**src/rtl/async_fifo_pkg.sv**
```systemverilog
// Shared types and constants for the asynchronous FIFO and its read-side packer.
package async_fifo_pkg;

  localparam int unsigned DSIZE_DEF = 8;

  localparam logic [1:0] KEEP_FULL = 2'b11;
  localparam logic [1:0] KEEP_HALF = 2'b01;

  typedef enum logic {
    EMPTY = 1'b0,
    HALF  = 1'b1
  } pack_state_t;

endpackage

```
**src/rtl/async_fifo_rd_packer_if.sv**
```systemverilog
// Valid/ready stream carrying packed 2*DSIZE beats with a per-lane keep mask.
interface async_fifo_rd_packer_if
  import async_fifo_pkg::*;
#(
  parameter int unsigned DSIZE = DSIZE_DEF
);

  logic               valid;
  logic               ready;
  logic [2*DSIZE-1:0] data;
  logic [1:0]         keep;

  modport master (output valid, output data, output keep, input ready);
  modport slave  (input valid, input data, input keep, output ready);

endinterface

```
**src/rtl/async_fifo_rd_packer_out_buf.sv**
```systemverilog
// Two-entry registered valid/ready buffer; head entry drives the output directly.
module rd_out_buf2 #(
  parameter int unsigned W = 18
) (
  input  logic         clk,
  input  logic         rst_n,
  input  logic         in_valid,
  input  logic [W-1:0] in_data,
  output logic         out_valid,
  output logic [W-1:0] out_data,
  input  logic         out_ready,
  output logic [1:0]   cnt
);

  logic [W-1:0] slot1_q;
  logic         enq_c;
  logic         deq_c;

  // Writes are dropped when full; the parent only offers data when space exists.
  always_comb begin
    enq_c = in_valid && (cnt != 2'd2);
    deq_c = out_valid && out_ready;
  end

  // Occupancy, head (output) and second-entry registers.
  always_ff @(posedge clk or negedge rst_n) begin
    if (!rst_n) begin
      cnt       <= 2'd0;
      out_valid <= 1'b0;
      out_data  <= '0;
      slot1_q   <= '0;
    end else begin
      case (cnt)
        2'd0: begin
          if (enq_c) begin
            out_data  <= in_data;
            out_valid <= 1'b1;
            cnt       <= 2'd1;
          end
        end
        2'd1: begin
          if (enq_c && deq_c) begin
            out_data <= in_data;
          end else if (enq_c) begin
            slot1_q <= in_data;
            cnt     <= 2'd2;
          end else if (deq_c) begin
            out_valid <= 1'b0;
            cnt       <= 2'd0;
          end
        end
        2'd2: begin
          if (deq_c) begin
            out_data <= slot1_q;
            cnt      <= 2'd1;
          end
        end
        default: begin
          cnt       <= 2'd0;
          out_valid <= 1'b0;
        end
      endcase
    end
  end

endmodule

```
**src/rtl/async_fifo_rd_packer.sv**
```systemverilog
// Read-side FIFO consumer: pops words, packs pairs into double-width beats and
// flushes a lone trailing word as a half beat after an idle timeout.
module async_fifo_rd_packer
  import async_fifo_pkg::*;
#(
  parameter int unsigned DSIZE   = DSIZE_DEF,
  parameter int unsigned TIMEOUT = 16
) (
  input  logic                   rclk,
  input  logic                   rrst_n,
  input  logic                   rempty,
  input  logic [DSIZE-1:0]       rdata,
  output logic                   rinc,
  async_fifo_rd_packer_if.master m
);

  localparam int unsigned CW = (TIMEOUT > 0) ? $clog2(TIMEOUT + 1) : 1;
  localparam int unsigned PW = 2 * DSIZE + 2;
  localparam logic [CW-1:0] TO_MAX  = CW'(TIMEOUT);
  localparam logic [CW-1:0] TO_LAST = CW'((TIMEOUT > 0) ? (TIMEOUT - 1) : 0);

  pack_state_t      state_q, state_d;
  logic [DSIZE-1:0] lo_q, lo_d;
  logic [CW-1:0]    idle_q, idle_d;
  logic             run_q;
  logic             space_c;
  logic             expired_c;
  logic             enq_c;
  logic [PW-1:0]    enq_data_c;
  logic [PW-1:0]    buf_data;
  logic [1:0]       buf_cnt;

  // Flush fires on the edge where the idle count would reach TIMEOUT.
  always_comb begin
    space_c   = (buf_cnt != 2'd2);
    expired_c = (TIMEOUT != 0) && (idle_q >= TO_LAST);
  end

  // Pack FSM next state, pop strobe and buffer enqueue.
  always_comb begin
    state_d    = state_q;
    lo_d       = lo_q;
    idle_d     = idle_q;
    enq_c      = 1'b0;
    enq_data_c = '0;
    rinc       = run_q && !rempty && ((state_q == EMPTY) || space_c);
    case (state_q)
      EMPTY: begin
        idle_d = '0;
        if (rinc) begin
          lo_d    = rdata;
          state_d = HALF;
        end
      end
      HALF: begin
        if (rinc) begin
          enq_c      = 1'b1;
          enq_data_c = {KEEP_FULL, rdata, lo_q};
          state_d    = EMPTY;
          idle_d     = '0;
        end else if (rempty && (TIMEOUT != 0)) begin
          if (expired_c && space_c) begin
            enq_c      = 1'b1;
            enq_data_c = {KEEP_HALF, {DSIZE{1'b0}}, lo_q};
            state_d    = EMPTY;
            idle_d     = '0;
          end else if (idle_q != TO_MAX) begin
            idle_d = idle_q + CW'(1);
          end
        end
      end
      default: state_d = EMPTY;
    endcase
  end

  // Pack state; run_q holds off popping for the first cycle after reset.
  always_ff @(posedge rclk or negedge rrst_n) begin
    if (!rrst_n) begin
      state_q <= EMPTY;
      lo_q    <= '0;
      idle_q  <= '0;
      run_q   <= 1'b0;
    end else begin
      state_q <= state_d;
      lo_q    <= lo_d;
      idle_q  <= idle_d;
      run_q   <= 1'b1;
    end
  end

  rd_out_buf2 #(
    .W (PW)
  ) u_buf (
    .clk       (rclk),
    .rst_n     (rrst_n),
    .in_valid  (enq_c),
    .in_data   (enq_data_c),
    .out_valid (m.valid),
    .out_data  (buf_data),
    .out_ready (m.ready),
    .cnt       (buf_cnt)
  );

  // Split buffered payload into keep mask and data lanes.
  always_comb begin
    m.keep = buf_data[PW-1 -: 2];
    m.data = buf_data[2*DSIZE-1:0];
  end

endmodule

```
**src/flat_wrapper.sv**
```systemverilog
// flat-port wrapper written by rule: the top's interface ports become plain ports
module async_fifo_rd_packer_flat import async_fifo_pkg::*;
#(
  parameter int unsigned DSIZE   = DSIZE_DEF,
  parameter int unsigned TIMEOUT = 16
)
  (rclk, rrst_n, rempty, rdata, rinc, m_valid, m_data, m_keep, m_ready);
  async_fifo_rd_packer_if #(.DSIZE(DSIZE)) m_i ();
  input  logic rclk;
  input  logic rrst_n;
  input  logic rempty;
  input  logic [DSIZE-1:0] rdata;
  output logic rinc;
  output wire logic [$bits(m_i.valid)-1:0] m_valid;
  output wire logic [$bits(m_i.data)-1:0] m_data;
  output wire logic [$bits(m_i.keep)-1:0] m_keep;
  input wire logic [$bits(m_i.ready)-1:0] m_ready;
  assign m_valid = m_i.valid;
  assign m_data = m_i.data;
  assign m_keep = m_i.keep;
  assign m_i.ready = m_ready;
  async_fifo_rd_packer #(.DSIZE(DSIZE), .TIMEOUT(TIMEOUT)) u_core (.rclk(rclk), .rrst_n(rrst_n), .rempty(rempty), .rdata(rdata), .rinc(rinc), .m(m_i));
endmodule
```
**config.mk**
```make
export PLATFORM = sky130hd
export DESIGN_NAME = async_fifo_rd_packer_flat
export DESIGN_NICKNAME = d
export VERILOG_FILES = /design/src/rtl/async_fifo_pkg.sv /design/src/rtl/async_fifo_rd_packer_if.sv /design/src/rtl/async_fifo_rd_packer_out_buf.sv /design/src/rtl/async_fifo_rd_packer.sv /design/src/flat_wrapper.sv
export SDC_FILE = /design/constraint.sdc
export NUM_CORES = 1
export LEC_CHECK = 0
export CAP_MARGIN = 20
export CORE_MARGIN = 5
export CORE_UTILIZATION = 50
export CTS_BUF_LIST = sky130_fd_sc_hd__clkbuf_2 sky130_fd_sc_hd__clkbuf_4 sky130_fd_sc_hd__clkbuf_8
export DETAILED_ROUTE_END_ITERATION = 16
export GPL_TIMING_DRIVEN = 0
export HOLD_SLACK_MARGIN = 0.03
export PLACE_DENSITY = 0.73
export SLEW_MARGIN = 0
export SYNTH_ARGS = -nofsm -noshare
export SYNTH_HDL_FRONTEND = slang
export SYNTH_SLANG_ARGS = --single-unit
```
**constraint.sdc**
```tcl
create_clock -name rclk -period 3.4 [get_ports rclk]
set_clock_uncertainty 0.15 [all_clocks]
set_input_delay 1.02 -clock rclk [delete_from_list [all_inputs] [get_ports rclk]]
set_output_delay 1.02 -clock rclk [all_outputs]
set_load 0.05 [all_outputs]
```
==> results of run 1 <==
## final timing paths
path	cells after the start	slack, ns	endpoint
setup reg to reg	8	0.72	u_core.u_buf.out_data[15]
setup / recovery	4	0.16	rinc
max in group asynchronous	2	1.96	u_core.u_buf.cnt[1]
min in group asynchronous	1	0.56	u_core.idle_q[0]
hold / removal	1	0.34	u_core.u_buf.slot1_q[16]
hold reg to reg	1	0.34	u_core.u_buf.slot1_q[16]
## flip-flops by register name, indices dropped and copies added (netlist names)
register                cells
u_core.u_buf.out_data      18
u_core.u_buf.slot1_q       18
u_core.lo_q                 8
u_core.idle_q               5
u_core.u_buf.cnt            2
u_core.run_q                1
u_core.state_q              1
u_core.u_buf.out_valid      1
## stage by stage
step	utilization, %	instance area, sq um	setup slack [ns]
after floorplan	-	2495	0.1127
after global placement	60.16	2879	-0.5033
after detailed placement	60.63	2902	-0.1310
after CTS	62.98	3014	0.08511
after global routing	63.01	3015	0.03853
final	63.01	3015	0.1593
## routing by layer
metal	track usage, %	vias up	wire length [microns]
met3	4.821	6	251
met2	24.75	40	2134
met5	0	-	0
li1	-	781	-
met4	4.054	0	50
met1	24.62	845	2349
## timing repair
item	CTS	global route
gates resized for setup	1	2
hold endpoints to repair	0	0
setup endpoints to repair	1	1
## kinds of logic after synthesis
logic type,count (synthesis),share of synthesized area [%]
other,1,0.1503
AOI/OAI and AO/OA,44,14.19
muxes,38,18.05
buffers and inverters,18,3.260
xor gates and xnor gates,1,0.3511
DFF,54,54.16
adders and majority gates,3,1.505
and+or+nand+nor,34,8.326
## cells in the mapped netlist (2+ instances only)
cell type / n / area, sq um
sky130_fd_sc_hd__a21oi_1: 6 / 30.03
sky130_fd_sc_hd__mux2i_1: 6 / 60.06
sky130_fd_sc_hd__dfrtp_1: 54 / 1351
sky130_fd_sc_hd__a22o_1: 22 / 192.7
sky130_fd_sc_hd__ha_1: 3 / 37.54
sky130_fd_sc_hd__nor2_1: 2 / 7.510
sky130_fd_sc_hd__o211ai_1: 2 / 15.01
sky130_fd_sc_hd__buf_2: 2 / 10.01
sky130_fd_sc_hd__a31oi_1: 2 / 12.51
sky130_fd_sc_hd__and3_1: 4 / 25.02
sky130_fd_sc_hd__o21ai_0: 4 / 20.02
sky130_fd_sc_hd__clkbuf_1: 7 / 26.28
sky130_fd_sc_hd__or3_1: 3 / 18.77
sky130_fd_sc_hd__mux2_2: 24 / 270.3
sky130_fd_sc_hd__inv_1: 8 / 30.03
sky130_fd_sc_hd__nand2_1: 10 / 37.54
sky130_fd_sc_hd__nand2b_1: 3 / 18.77
sky130_fd_sc_hd__mux2_4: 8 / 120.1
## where the power goes
part / internal [W] / switching (W)
Combinational: 0.000468 / 0.000607
Clock: 0.000219 / 0.000216
Sequential: 0.000896 / 0.000159
## area by class of cell
class	count	area share, %
Sequential cell	54	44.81
Multi-Input combinational cell	121	35.23
Timing Repair Buffer	32	10.66
Tap cell	67	2.780
Clock buffer	5	2.282
Buffer	10	1.743
Clock inverter	3	1.494
Inverter	8	0.9959
==> impl_metrics.csv, run 1 <==
group,metric,value,unit
global_route,global_route.usage.total,16.89,%
finish,growth_of_design_area_from_synthesis_to_finish,20.86,%
setup_path,timing.setup.critical_path_class,"in -> out",
detailed_routing,detailroute.via_count,1672,
finish,antenna_cells_inserted,0,
detailed_routing,drt_iter0_markers,127,
die,chipWidth,80.64,microns
setup_path,timing.critical_path.max_delay_family,"buffers and inverters",
finish,post_route_cells_drive_above_1_share,22.75,%
timing,worst-slew-pin-transition,0.8704,ns
finish,num-fill-cells,366,
clocking,cts_tree,"yes",
yosys,synth_top_flop_cell,"sky130_fd_sc_hd__dfrtp_1",
worst_hold_path,hold_path_startpoint,"u_core.u_buf.slot1_q[16]",
yosys,async_set_reset_flop_share_out_of_synthesis,100.0,%
detailed_routing,viasPerCell,5.573,
timing,final_min_period_over_clock_period,95.31,%
timing,timing.final.hold_violations,0,
die,rows,25,
yosys,syn-instance-count,193,
setup_path,critical-path-max-stage-delay,0.55,ns
timing,total_negative_slack,0,ns
die,floorplan.die.height,80.64,microns
die,die-area,6503,sq um
timing,timing.final.max_slew_violations,0,
setup_path,cp_data_required_time,2.23,ns
global_route,first_pass_grt_wire_length,8349,microns
die,start_util,52.13,%
setup_path,critical-path-slowest-cell,"sky130_fd_sc_hd__dlygate4sd2_1",
yosys,syn_avg_cell_area,12.93,sq um
global_route,globalRouteOverflowTotal,0,
yosys,synth-seq-area-share,54.16,%
placed_design,dp_cells,292,
timing,relSlewSlack,41.76,%
die,core-area,4786,sq um
detailed_routing,drt.antenna.violating_nets,0,
timing,max_freq,0.3086,GHz
setup_path,crit_path_start_kind,"input pin",
setup_path,regToRegStartpoint,"u_core.idle_q[1]",
run,maxCapViolCount,0,
global_route,pin_count_of_the_biggest_net_entering_global_routing,30,
placed_design,finalWeightedCongestion,0.8358,
clocking,deepest_clock_path_buffer_count,2,
clocking,cts_inserted_buffers,5,
yosys,synth-edff-count,0,
die,io_pins,32,
detailed_routing,total_length_of_routed_wires,4785,microns
clocking,number_of_hold_buffers_added_after_cts,0,
finish,layout_commonest_cell,"sky130_fd_sc_hd__dfrtp_1",
yosys,netlist_area,2495,sq um
setup_path,cp-end-kind,"output port",
setup_path,critical_path.cell_chain,"buf_2, nand2b_1, a21oi_1, dlygate4sd2_1",
global_route,vias_in_the_first_global_route,1661,
finish,multiInputGateArea,1062,sq um
global_route,grt_antenna_before_repair,0,
detailed_routing,first_pass_iters,4,
setup_path,worstSetupStartpoint,"rempty",
worst_hold_path,hp-class,"reg -> reg",
clocking,path_clk_slew,0.09,ns
yosys,number_of_flip_flops_and_latches_in_the_synthesized_netlist,54,
placed_design,hpwl,3344,microns
yosys,synth.net_count,208,
detailed_routing,post_drt_wl_per_cell,15.95,microns
pwr,power.ir.vdd_worst,0.0005926,V
finish,fin_nets,247,
timing,whs,0.3363,ns
clocking,clk-insertion-delay-late,0.31,ns
clocking,cts_max_level,2,
clocking,cts_sinks,54,
pwr,finalPower,0.002565,W
finish,fin_cells,300,
detailed_routing,drc_errors,0,
finish,layout_common_cells,"sky130_fd_sc_hd__dfrtp_1 (54), sky130_fd_sc_hd__clkdlybuf4s50_1 (28), sky130_fd_sc_hd__mux2_2 (24)",
setup_path,critical_path_peak_fanout,9,
placed_design,io_buffer_count,30,
yosys,synth_cell_types,41,
timing,rsz0062_at_grt,"no",
yosys,yosysWarnings,0,
clocking,postCtsSetupRepairBufs,0,
pwr,power_density,850.7,nW/um^2
setup_path,critPathBufInv,2,
timing,period_needed,3.241,ns
pwr,power.leakage,1.344,nW
clocking,clk_root_buffer_cell,"sky130_fd_sc_hd__clkbuf_8",
outcome,status,"completed",
timing,setup-violations-final,0,
setup_path,cp_data_arrival_time,2.07,ns
finish,seqCellArea,1351,sq um
Power figures use the tool's default switching activity.
==> inputs of run 2 (changes only) <==
--- a/config.mk
+++ b/config.mk
@@ -13,6 +13,8 @@
 export GPL_TIMING_DRIVEN = 0
 export HOLD_SLACK_MARGIN = 0.03
 export PLACE_DENSITY = 0.73
+export RECOVER_POWER = 50
+export SKIP_CTS_REPAIR_TIMING = 1
 export SLEW_MARGIN = 0
 export SYNTH_ARGS = -nofsm -noshare
 export SYNTH_HDL_FRONTEND = slang
==> run 2 against run 1 <==
Clock-buffer cell count unchanged. Combinational power about the same. Worst hold slack about the same. Register-to-register slack about the same. Setup slack better by 0.033 ns. Utilization down 0.29 points. Maximum frequency up 1.0%. Die area unchanged. Total power down 0.23%. Non-clock buffer count unchanged. Via count down 0.24%. Critical endpoint unchanged.
==> impl_metrics.csv, run 2 (synthesis results as in run 1) <==
group,metric,value,unit
detailed_routing,detailroute.via_count,1668,
placed_design,dp_slack,-0.1310,ns
finish,fin_cells,300,
outcome,status,"completed",
clocking,deepest_clock_path_buffer_count,2,
setup_path,cp_data_required_time,2.23,ns
placed_design,dp_cells,292,
die,floorplan.die.height,80.64,microns
setup_path,cp-end-kind,"output port",
finish,growth_of_design_area_from_synthesis_to_finish,20.31,%
setup_path,crit_path_start_kind,"input pin",
placed_design,hpwl,3344,microns
global_route,grt_antenna_before_repair,0,
timing,max_freq,0.3118,GHz
timing,crit_path_setup_slack_layout,0.1926,ns
detailed_routing,post_drt_wl_per_cell,15.83,microns
global_route,vias_in_the_first_global_route,1661,
die,rows,25,
detailed_routing,viasPerCell,5.560,
pwr,power.leakage,1.345,nW
setup_path,timing.setup.critical_path_class,"in -> out",
detailed_routing,drt_iter0_markers,130,
finish,layout_common_cells,"sky130_fd_sc_hd__dfrtp_1 (54), sky130_fd_sc_hd__clkdlybuf4s50_1 (28), sky130_fd_sc_hd__mux2_2 (24)",
run,maxCapViolCount,0,
global_route,first_pass_grt_wire_length,8349,microns
finish,antenna_cells_inserted,0,
finish,fin_nets,247,
timing,relSlewSlack,5.897,%
placed_design,finalWeightedCongestion,0.8358,
finish,layout_commonest_cell,"sky130_fd_sc_hd__dfrtp_1",
die,io_pins,32,
global_route,pin_count_of_the_biggest_net_entering_global_routing,30,
timing,timing.final.max_slew_violations,0,
pwr,power_density,852.6,nW/um^2
finish,layout.cell_area.non_filler,3002,sq um
placed_design,placement.cell_area,2902,sq um
detailed_routing,total_length_of_routed_wires,4748,microns
clocking,path_clk_slew,0.09,ns
finish,num-fill-cells,367,
timing,final_min_period_over_clock_period,94.34,%
worst_hold_path,hp-class,"reg -> reg",
detailed_routing,first_pass_iters,4,
timing,period_needed,3.207,ns
placed_design,io_buffer_count,30,
die,start_util,52.13,%
global_route,globalRouteOverflowTotal,0,
timing,timing.final.hold_violations,0,
setup_path,critical_path_peak_fanout,9,
clocking,cts_tree,"yes",
setup_path,reg2reg_slack,0.72,ns
pwr,power.ir.vdd_worst,0.0005923,V
detailed_routing,drc_errors,0,
clocking,clk-insertion-delay-late,0.31,ns
die,core-area,4786,sq um
die,die-area,6503,sq um
global_route,global_route.usage.total,16.89,%
die,chipWidth,80.64,microns
setup_path,cp_data_arrival_time,2.04,ns
clocking,cts_sinks,54,
timing,setup-violations-final,0,
clocking,clk_root_buffer_cell,"sky130_fd_sc_hd__clkbuf_8",
finish,biggestRegsByFlops,"u_core.u_buf.out_data: 18 flops, u_core.u_buf.slot1_q: 18 flops, u_core.lo_q: 8 flops",
timing,worst-slew-pin-transition,1.412,ns
clocking,cts_inserted_buffers,5,
clocking,cts_max_level,2,
detailed_routing,drt.antenna.violating_nets,0,
finish,post_route_cells_drive_above_1_share,21.89,%
timing,whs,0.3360,ns
timing,rsz0062_at_grt,"no",
run 2: changes by cell type in the layout (fill, tap and decap cells not counted):
| cell | previous run | this run |
|---|---|---|
| sky130_fd_sc_hd__buf_2 | 3 | 1 |
| sky130_fd_sc_hd__clkbuf_1 | 6 | 8 |
| sky130_fd_sc_hd__buf_12 | 1 | 0 |
| sky130_fd_sc_hd__clkbuf_2 | 1 | 2 |
| sky130_fd_sc_hd__dlygate4sd2_1 | 1 | 0 |
| sky130_fd_sc_hd__dlymetal6s2s_1 | 0 | 1 |
run 2: per-layer routing:
metal | up-vias | track usage (%) | part of all wire (%)
li1 | 782 | - | -
met1 | 847 | 24.62 | 49
met2 | 33 | 24.75 | 45
met3 | 6 | 4.821 | 4.8
met4 | 0 | 4.054 | 1.1
met5 | - | 0 | 0
run 2: cell type report:
class | instances | area, sq um | area share (%)
Buffer | 10 | 51.30 | 1.709
Clock buffer | 5 | 68.82 | 2.293
Clock inverter | 3 | 45.04 | 1.501
Inverter | 8 | 30.03 | 1.000
Multi-Input combinational cell | 121 | 1062 | 35.39
Sequential cell | 54 | 1351 | 45.02
Tap cell | 67 | 83.83 | 2.793
Timing Repair Buffer | 32 | 309.0 | 10.30
run 2: through the flow:
| step | util, % | total power (W) | TNS (ns) |
|---|---|---|---|
| floorplan | - | 0.001813 | 0 |
| global placement | 60.16 | 0.002126 | -27.14 |
| detailed placement | 60.63 | 0.002149 | -0.1310 |
| CTS | 63.01 | 0.002586 | -0.1973 |
| global route | 62.72 | 0.002713 | 0 |
| finish | 62.72 | 0.002559 | 0 |
run 2: worst paths after layout:
path / startpoint / cells past startpoint / to
min: u_core.u_buf.slot1_q[16] / 1 / u_core.u_buf.slot1_q[16]
max reg2reg: u_core.idle_q[1] / 8 / u_core.u_buf.out_data[15]
max: rempty / 4 / rinc
min in group asynchronous: rrst_n / 1 / u_core.idle_q[0]
max in group asynchronous: rrst_n / 2 / u_core.lo_q[2]
min reg2reg: u_core.u_buf.slot1_q[16] / 1 / u_core.u_buf.slot1_q[16]
run 2: power breakdown:
part / switching (W) / total (W) / leakage [nW] / internal, W
clock network: 0.000214 / 0.000433 / 0.0504 / 0.000219
registers: 0.000157 / 0.00105 / 0.690 / 0.000896
logic: 0.000606 / 0.00107 / 0.604 / 0.000466
total: 0.000978 / 0.00256 / 1.34 / 0.00158
run 2: worst max-delay path, stage by stage:
cell,delay [ns]
sky130_fd_sc_hd__clkbuf_1,0.17
sky130_fd_sc_hd__nand2b_1,0.23
sky130_fd_sc_hd__a21oi_1,0.17
sky130_fd_sc_hd__dlymetal6s2s_1,0.45
==> inputs of run 3 (changes only) <==
--- a/config.mk
+++ b/config.mk
@@ -12,7 +12,7 @@
 export DETAILED_ROUTE_END_ITERATION = 16
 export GPL_TIMING_DRIVEN = 0
 export HOLD_SLACK_MARGIN = 0.03
-export PLACE_DENSITY = 0.73
+export PLACE_DENSITY = 0.76
 export RECOVER_POWER = 50
 export SKIP_CTS_REPAIR_TIMING = 1
 export SLEW_MARGIN = 0
==> constraint.sdc (replaced) <==
create_clock -name rclk -period 2.83 [get_ports rclk]
set_clock_uncertainty 0.15 [all_clocks]
set_input_delay 0.849 -clock rclk [delete_from_list [all_inputs] [get_ports rclk]]
set_output_delay 0.849 -clock rclk [all_outputs]
set_load 0.05 [all_outputs]
==> run 3 against run 2 <==
Wire length up 3.3%. Via count about the same. Critical path depth up 1.
==> impl_metrics.csv, run 3 (synthesis results as in run 1) <==
group,metric,value,unit
placed_design,placement.cell_area,2903,sq um
placed_design,dp_cells,292,
finish,num-fill-cells,394,
finish,biggestRegsByFlops,"u_core.u_buf.out_data: 18 flops, u_core.u_buf.slot1_q: 18 flops, u_core.lo_q: 8 flops",
placed_design,finalWeightedCongestion,0.8151,
clocking,cts_sinks,54,
die,start_util,52.13,%
clocking,cts_inserted_buffers,5,
pwr,power_density,1027,nW/um^2
finish,layout_common_cells,"sky130_fd_sc_hd__dfrtp_1 (54), sky130_fd_sc_hd__clkdlybuf4s50_1 (28), sky130_fd_sc_hd__mux2_2 (24)",
die,core-area,4786,sq um
die,rows,25,
timing,rsz0062_at_grt,"no",
clocking,clk_root_buffer_cell,"sky130_fd_sc_hd__clkbuf_8",
setup_path,crit_path_start_kind,"register",
pwr,power.ir.vdd_worst,0.0005588,V
timing,timing.final.max_slew_violations,0,
clocking,path_clk_slew,0.09,ns
setup_path,timing.reg2reg.worst_path_depth,8,
die,chipWidth,80.64,microns
finish,layout_commonest_cell,"sky130_fd_sc_hd__dfrtp_1",
placed_design,dp_slack,-0.4012,ns
setup_path,reg2reg_slack,0.24,ns
detailed_routing,total_length_of_routed_wires,4906,microns
setup_path,cp_data_required_time,1.83,ns
global_route,global_route.usage.total,16.83,%
global_route,grt_antenna_before_repair,0,
finish,seqCellArea,1351,sq um
timing,timing.final.hold_violations,0,
timing,period_needed,2.731,ns
finish,layout.cell_area.non_filler,3010,sq um
setup_path,cp-end-kind,"output port",
global_route,pin_count_of_the_biggest_net_entering_global_routing,31,
setup_path,cp_data_arrival_time,1.73,ns
worst_hold_path,hp-class,"reg -> reg",
global_route,vias_in_the_first_global_route,1685,
detailed_routing,detailroute.via_count,1667,
worst_hold_path,worst_hold_path.num_cells,1,
detailed_routing,first_pass_iters,4,
detailed_routing,drt.antenna.violating_nets,0,
timing,final_min_period_over_clock_period,96.50,%
detailed_routing,post_drt_wl_per_cell,16.25,microns
detailed_routing,drt_iter0_markers,109,
finish,multiInputGateArea,1066,sq um
clocking,cts_tree,"yes",
finish,antenna_cells_inserted,0,
timing,worst-slew-pin-transition,1.301,ns
setup_path,critical_path_peak_fanout,10,
finish,growth_of_design_area_from_synthesis_to_finish,20.66,%
timing,max_freq,0.3662,GHz
timing,setup-violations-final,0,
clocking,deepest_clock_path_buffer_count,2,
pwr,power.leakage,1.346,nW
run,maxCapViolCount,0,
finish,post_route_cells_drive_above_1_share,23.40,%
die,floorplan.die.height,80.64,microns
die,io_pins,32,
clocking,clk-insertion-delay-late,0.30,ns
global_route,globalRouteOverflowTotal,0,
outcome,status,"completed",
timing,crit_path_setup_slack_layout,0.09896,ns
placed_design,hpwl,3473,microns
finish,fin_cells,302,
setup_path,timing.setup.critical_path_class,"reg -> out",
timing,relSlewSlack,13.28,%
die,die-area,6503,sq um
global_route,first_pass_grt_wire_length,8390,microns
clocking,cts_max_level,2,
finish,fin_nets,249,
timing,total_negative_slack,0,ns
placed_design,io_buffer_count,30,
detailed_routing,drc_errors,0,
detailed_routing,viasPerCell,5.520,
-- run 3: cell count changes in the layout (fill, tap and decap cells not counted) --
cell                             change
sky130_fd_sc_hd__clkbuf_4            +1
sky130_fd_sc_hd__a21oi_2             +1
sky130_fd_sc_hd__a21oi_1             -1
sky130_fd_sc_hd__dlymetal6s2s_1      -1
sky130_fd_sc_hd__buf_2               +2
sky130_fd_sc_hd__clkinvlp_4          -1
sky130_fd_sc_hd__buf_4               +1
-- run 3: critical path: stages, from the launching register on --
cell	delay, ns
sky130_fd_sc_hd__dfrtp_1	0.46
sky130_fd_sc_hd__nor2b_1	0.16
sky130_fd_sc_hd__clkbuf_1	0.21
sky130_fd_sc_hd__buf_2	0.27
sky130_fd_sc_hd__a21oi_2	0.08
sky130_fd_sc_hd__clkbuf_2	0.25
-- run 3: path summary, 6_finish.rpt --
| check | from | endpoint |
|---|---|---|
| worst max-delay path | u_core.u_buf.cnt[1] | rinc |
| worst min-delay path | u_core.u_buf.slot1_q[16] | u_core.u_buf.slot1_q[16] |
| worst max register to register | u_core.idle_q[0] | u_core.u_buf.slot1_q[11] |
| worst min register to register | u_core.u_buf.slot1_q[16] | u_core.u_buf.slot1_q[16] |
| max in group asynchronous | rrst_n | u_core.lo_q[0] |
| min in group asynchronous | rrst_n | u_core.idle_q[4] |
-- run 3: metrics by stage --
| step | hold slack, ns | utilization (%) | total power, W |
|---|---|---|---|
| floorplan | 0.2852 | - | 0.002179 |
| global placement | 0.3035 | 60.24 | 0.002546 |
| detailed placement | 0.3066 | 60.65 | 0.002596 |
| CTS | 0.3318 | 63.03 | 0.003117 |
| global route | 0.3555 | 62.90 | 0.003271 |
| finish | 0.3262 | 62.90 | 0.003092 |
-- run 3: layout make-up --
class                   count  area share, %
clock buffers               6          2.535
clock inverters             2          1.247
multi-input cells         121          35.41
flip-flops and latches     54          44.89
plain buffers              10          1.704
inverters                   8         0.9975
repair buffers             34          10.43
well taps                  67          2.785
-- run 3: report_power, final --
group,total (W),switching (W),internal [W]
combinational,0.00130,0.000737,0.000567
sequential,0.00127,0.000197,0.00108
clock,0.000515,0.000241,0.000274
-- run 3: layer usage --
layer  GRT usage, %  wire length (microns)  up-vias
li1               -                      -      786
met5              0                      0        -
met1          23.95                   2322      850
met3          3.139                    171        4
met4          3.547                     35        0
met2          26.82                   2377       27
